$ cat config.mk
export PLATFORM = sky130hd
export DESIGN_NAME = key_debounce
export DESIGN_NICKNAME = d
export VERILOG_FILES = /design/src/rtl/key_debounce.sv
export SDC_FILE = /design/constraint.sdc
export NUM_CORES = 1
export LEC_CHECK = 0
export BUFFER_PORTS_ARGS = -buffer_cell sky130_fd_sc_hd__clkbuf_2
export CORE_MARGIN = 2
export CORE_UTILIZATION = 60
export DETAILED_ROUTE_END_ITERATION = 10
export PLACE_DENSITY = 0.78
export SKIP_CTS_REPAIR_TIMING = 1
export SLEW_MARGIN = 5
export SYNTH_ARGS = -nofsm -noshare
export SYNTH_HDL_FRONTEND = slang
export SYNTH_SLANG_ARGS = --single-unit
$ cat constraint.sdc
create_clock -name i_clk -period 5.61 [get_ports i_clk]
set_input_delay 0.561 -clock i_clk [delete_from_list [all_inputs] [get_ports i_clk]]
set_output_delay 0.561 -clock i_clk [all_outputs]
set_load 0.01 [all_outputs]
$ cat src/rtl/key_debounce.sv
// key_debounce: synchronizes and debounces an active-low push button, emitting level and edge pulses
// Ports: i_clk clock; i_rst sync active-high reset; i_key_n raw button (0 = pressed);
//        o_key_level debounced level (1 = pressed); o_press_pulse / o_release_pulse one-cycle accepted edges;
//        o_long_press one-cycle pulse after LONGPRESS_CYCLES in PRESSED, only when KEY_LONGPRESS_EN is defined
module key_debounce #(
   parameter int DEBOUNCE_CYCLES  = 500000,
   parameter int LONGPRESS_CYCLES = 50000000
) (
   input  logic i_clk,
   input  logic i_rst,
   input  logic i_key_n,
   output logic o_key_level,
   output logic o_press_pulse,
   output logic o_release_pulse,
   output logic o_long_press
);
   localparam int CW = $clog2(DEBOUNCE_CYCLES);
   typedef enum logic [1:0] {RELEASED, PRESS_WAIT, PRESSED, RELEASE_WAIT} state_t;
   state_t state, state_nx;
   logic [CW-1:0] cnt, cnt_nx;
   logic [1:0] sync;
   logic pressed, press_nx, release_nx;
   assign pressed = ~sync[1];
   always_ff @(posedge i_clk)
      if (i_rst) sync <= 2'b11;
      else sync <= {sync[0], i_key_n};
   always_comb begin
      state_nx   = state;
      cnt_nx     = cnt;
      press_nx   = 1'b0;
      release_nx = 1'b0;
      unique case (state)
         RELEASED:
            if (pressed) begin
               state_nx = PRESS_WAIT;
               cnt_nx   = '0;
            end
         PRESS_WAIT:
            if (!pressed) state_nx = RELEASED;
            else if (cnt == CW'(DEBOUNCE_CYCLES - 1)) begin
               state_nx = PRESSED;
               press_nx = 1'b1;
            end else cnt_nx = cnt + 1'b1;
         PRESSED:
            if (!pressed) begin
               state_nx = RELEASE_WAIT;
               cnt_nx   = '0;
            end
         RELEASE_WAIT:
            if (pressed) state_nx = PRESSED;
            else if (cnt == CW'(DEBOUNCE_CYCLES - 1)) begin
               state_nx   = RELEASED;
               release_nx = 1'b1;
            end else cnt_nx = cnt + 1'b1;
         default: state_nx = RELEASED;
      endcase
   end
   always_ff @(posedge i_clk)
      if (i_rst) begin
         state           <= RELEASED;
         cnt             <= '0;
         o_key_level     <= 1'b0;
         o_press_pulse   <= 1'b0;
         o_release_pulse <= 1'b0;
      end else begin
         state           <= state_nx;
         cnt             <= cnt_nx;
         o_key_level     <= press_nx ? 1'b1 : release_nx ? 1'b0 : o_key_level;
         o_press_pulse   <= press_nx;
         o_release_pulse <= release_nx;
      end
`ifdef KEY_LONGPRESS_EN
   localparam int HW = $clog2(LONGPRESS_CYCLES);
   logic [HW-1:0] hold;
   // hold only advances in PRESSED and saturates, so the pulse fires once per accepted press
   always_ff @(posedge i_clk)
      if (i_rst) begin
         hold         <= '0;
         o_long_press <= 1'b0;
      end else begin
         hold         <= press_nx ? '0 : (state == PRESSED && hold != HW'(LONGPRESS_CYCLES - 1)) ? hold + 1'b1 : hold;
         o_long_press <= state == PRESSED && hold == HW'(LONGPRESS_CYCLES - 2);
      end
`else
   assign o_long_press = 1'b0;
`endif
endmodule
Word level (Yosys, flattened, before mapping)

Cells that the tools add are included.

Register bits: 26
Bits in latches: 0
RAM bits: 0
Bits in read-only memories: 0
Input bits: 3
Output and inout port bits: 4
Word-level logic and storage cells: 41
Memories: 0

Add/sub/neg operators: 1
$mul: 0
Div/mod/pow operators: 0
Magnitude comparators: 0
Equal/unequal tests: 10
Shifts and indexed selects: 0
Mux-type cells: 20
Bitwise gates (word level): 0
Reduce and logical (&&, ||, !) cells: 4

Operators by type and width:

| operator                                             | count |
|---|---|
| 2-to-1 mux 19 bit                                    | 5 |
| case mux 19 bit (4 select lines)                     | 1 |
| adder 19 x 1 -> 19 bit (second input constant)       | 1 |
| equality test 19 bit (second input constant)         | 1 |
| 2-to-1 mux 2 bit                                     | 6 |
| != test 2 bit (second input constant)                | 4 |
| case mux 2 bit (4 select lines)                      | 1 |
| AND reduction 4 bit                                  | 2 |
| 2-to-1 mux 1 bit                                     | 7 |
| != test 3 bit (second input constant)                | 2 |
| equality test 2 bit (second input constant)          | 2 |
| equality test 2 x 1 -> 1 bit (second input constant) | 1 |
| logical NOT 2 bit                                    | 1 |
| nonzero test 2 bit                                   | 1 |

Longest topological paths before layout

Depth in word-level cells: 6
Gate-level depth with buffers: 7
Depth with buffers taken out: 6

Least setup slack after synthesis

OpenSTA, ideal clock, no wires.

Path kind: register to register
Start point: register cnt[0]
End point: register cnt[16]
Library setup time: 114 ps
Arrival time: 1710 ps
Data required time: 5496 ps
Path slack: 3786 ps
Cell stages (with the launch flop): 7
Buffers on the path: 0
Period minus slack after synthesis: 1824 ps
Cell sequence: dfxtp_1 ha_1 nand4_1 nor4_1 nand3_1 a21o_1 a21o_1

Longest elaborated chain between the ends: 4
Elaborated cells between the ends (all ways): 6
Those cells by class: 1 x add/sub; 1 x eq/ne; 4 x mux

RTL lines:

| what                                                           | line   | source |
|---|---|---|
| from (decl)                                                    | 20     | `logic [CW-1:0] cnt, cnt_nx;` |
| from (signal assigned)                                         | 67     | `cnt <= cnt_nx;` |
| adder 19 x 1 -> 19 bit or equality test 19 bit (tied branches) | --     |  |
| 2-to-1 mux 19 bit (*)                                          | 40, 51 |  |
| 2-to-1 mux 19 bit, on equally long branches                    | 50, 39 |  |
| case mux 19 bit (4 select lines) (*)                           | 32     | `unique case (state)` |

Every way passes the cells marked *; elsewhere a longest branch is shown, timed or not. The select of a mux whose other input is x is not followed.
A chain may end at the register's enable or synchronous reset.

Final worst setup path

Same ends and word-level chain as after synthesis.

==> flow_summary_export.csv <==
group,metric,value,unit
outcome,outcome,"finished, final reports clean",
setup_path,cp_max_fo,6,
place,io_buffers,5,
synth,synth_top_family_by_area,"simple AND/OR/NAND/NOR gates",
grt,grt_max_degree,16,
synth,yosysMostFrequentCell,"dfxtp_1",
synth,netlist_area,1310,um2
grt,use_met1,30.0,%
synth,ys_top_cells_by_area,"dfxtp_1, nand3_1, nand2_1",
place,dp.cells,179,
pwr,total_power,0.000281,W
timing,grt_setup_unrepaired,"false",
timing,fin_worst_skew,0.00421,ns
synth,synth_top_area_share,39.8,%
min_path,hold_depth,2,
clocking,cts_sinks,26,
grt,use_met2,32.7,%
die,io_pins,7,
timing,tns,0,ns
clocking,clkTransAtPathRegs,0.13,ns
detailed_routing,drc,0,
synth,synth.avg_cell_area,8.43,um2
final_layout,finalNetCount,161,
run,maxCapViolCount,0,
detailed_routing,finalWirelength,2540,um
grt,gr-usage-met3,4.46,%
synth,synth_top_area_cell,"dfxtp_1",
timing,fin_crit_sh,39.1,%
place,dp_hpwl,1830,um
timing,drv_slew,0,
final_layout,drive_gt1_share,10.3,%
place,dpl-instance-area,1330,um2
grt,grt_pass1_wl,4300,um
setup_path,crit_required,5.84,ns
grt,grt_overflow,0,
die,fp.dieW,50.7,um
detailed_routing,via_per_inst,6.34,
synth,yosys_warnings,0,
synth,syn_inst,155,
synth,async_flop_share,0,%
detailed_routing,drtIter0Drc,38,
final_layout,syn_to_final_growth,3.54,%
setup_path,path_cells,"ha_1 > nand4_1 > nor4_1 > nand3_1 > a21o_1 > a21o_1",
synth,synth-seq-area-share,39.8,%
die,die_area,2570,um2
setup_path,r2r_cells,6,
clocking,cts-buffers-inserted,3,
clocking,cts_tree,"yes",
detailed_routing,dr.pass1.iters,4,
pwr,power.leakage,0.442,nW
timing,fmax,456,MHz
setup_path,path_class,"reg -> reg",
detailed_routing,vias,1153,
min_path,hold_class,"in -> reg",
grt,grt.busiest_layer,"met2",
grt,antenna_found_initial,0,
synth,synthMuxAreaShare,0,%
timing,max-slew-margin-rel,54.7,%
die,start_util,65.3,%
pwr,irDropWorstVdd,0.000184,V
synth,synth_edf_count,0,
pwr,pwr_density_cell,208,nW/um2
synth,synth_commonest_cells,"dfxtp_1, nand2_1, nand3_1, nor2_1",
final_layout,diodes,0,
synth,ys_ff_latch,26,
final_layout,final_area,1350,um2
setup_path,slowest_delay,0.64,ns
synth,synthAdderAreaFrac,0.958,%
synth,synth_compound_area_share,18.6,%
synth,yosys.area_share.simple,31.4,%
die,coreArea,2000,um2
detailed_routing,ant_nets,0,
clocking,cts_max_level,1,
synth,yosysUniqueCellTypes,45,
synth,synth_xor_area_share,5.36,%
setup_path,cp.arrival,2.43,ns
setup_path,cpMaxStageDelayCell,"nor4_1",
synth,syn_nets,159,
setup_path,path_common_cell,"a21o_1",
synth,synthFlopType,"dfxtp_1",
clocking,root_buffer,"clkbuf_4",
grt,grt_pass1_vias,971,
timing,tightest_slew,0.674,ns
setup_path,critPathLaunchType,"register",
die,num_rows,16,
final_layout,layoutNonFillerInstCount,182,
timing,layout_min_cycle_time,2.19,ns
detailed_routing,routedWlPerCell,13.9,um
setup_path,critPathCaptureType,"register",
timing,final_hold_viol_count,0,
clocking,clock_latency,0.32,ns
timing,setup_viol,0,
clocking,cts_buffer_depth,2,
place,place_congestion,0.940,
die,die_y,50.7,um
grt,grt.total_usage,21.8,%
sequential cells by signal, summed over array words and instances, names as in the netlist, named ones only:
signal	count
state	1
sync	2
o_key_level	1
cnt	19
o_release_pulse	1
o_press_pulse	1
worst max-delay path, delay by kind of cell, from the launching register on:
kind / cells / cell delay (ns)
flip-flops: 1 / 0.42
AO/OA/AOI/OAI: 2 / 0.36
adder cells (fa/ha/maj): 1 / 0.22
AND/OR/NAND/NOR: 3 / 1.11
report_power, final:
group          switching (W)  internal (W)
clock              0.0000534     0.0000252
sequential        0.00000145      0.000187
combinational     0.00000876    0.00000527
layout make-up:
| cell class | instances | area (um2) |
|---|---|---|
| clock buffers | 3 | 22.5 |
| fillers | 174 | 649 |
| inverters | 3 | 11.3 |
| multi-input cells | 118 | 739 |
| flip-flops and latches | 26 | 520 |
| well taps | 27 | 33.8 |
| repair buffers | 5 | 25.0 |
layer usage:
metal  wire [um]  vias to the layer above
met2        1170                       31
met1        1210                      535
met4          57                        0
met3         101                        7
met5           0                        -
li1            -                      580
metrics by stage:
stage / hold WS, ns / setup slack, ns / utilization (%)
final: 0.412 / 3.42 / 67.6
after detailed placement: 0.403 / 3.52 / 66.4
after floorplan: 0.389 / 3.79 / -
after global routing: 0.398 / 3.34 / 67.6
after CTS: 0.410 / 3.48 / 67.6
after global placement: 0.396 / 3.64 / 66.4
kinds of logic after synthesis:
kind of cell | after synthesis
other | 1
adders and majority gates | 1
xor gates and xnor gates | 8
DFF | 26
and+or+nand+nor | 74
buffers and inverters | 11
AOI/OAI and AO/OA | 34
cell usage in the layout, fill, tap and decap left out, types with 3 or more instances in the layout:
| cell type | n |
|---|---|
| nor2_1 | 10 |
| o21ai_0 | 4 |
| nand3_1 | 12 |
| nor4_1 | 7 |
| a21o_1 | 5 |
| nand4_1 | 3 |
| clkbuf_4 | 3 |
| nor3_1 | 7 |
| xnor2_1 | 4 |
| a21oi_1 | 6 |
| nor4b_1 | 3 |
| clkbuf_2 | 5 |
| dfxtp_1 | 26 |
| nand2_1 | 13 |
| a31oi_1 | 3 |
| xor2_1 | 4 |
| nand2b_1 | 5 |
| inv_1 | 3 |
final timing paths:
kind                               from       to  slack [ns]
worst max-delay path             cnt[0]  cnt[16]        3.42
worst min-delay path            i_key_n  sync[0]        0.41
worst max register to register   cnt[0]  cnt[16]        3.42
worst min register to register  sync[0]  sync[1]        0.43
Note: power is estimated with default switching activity, not from simulation.
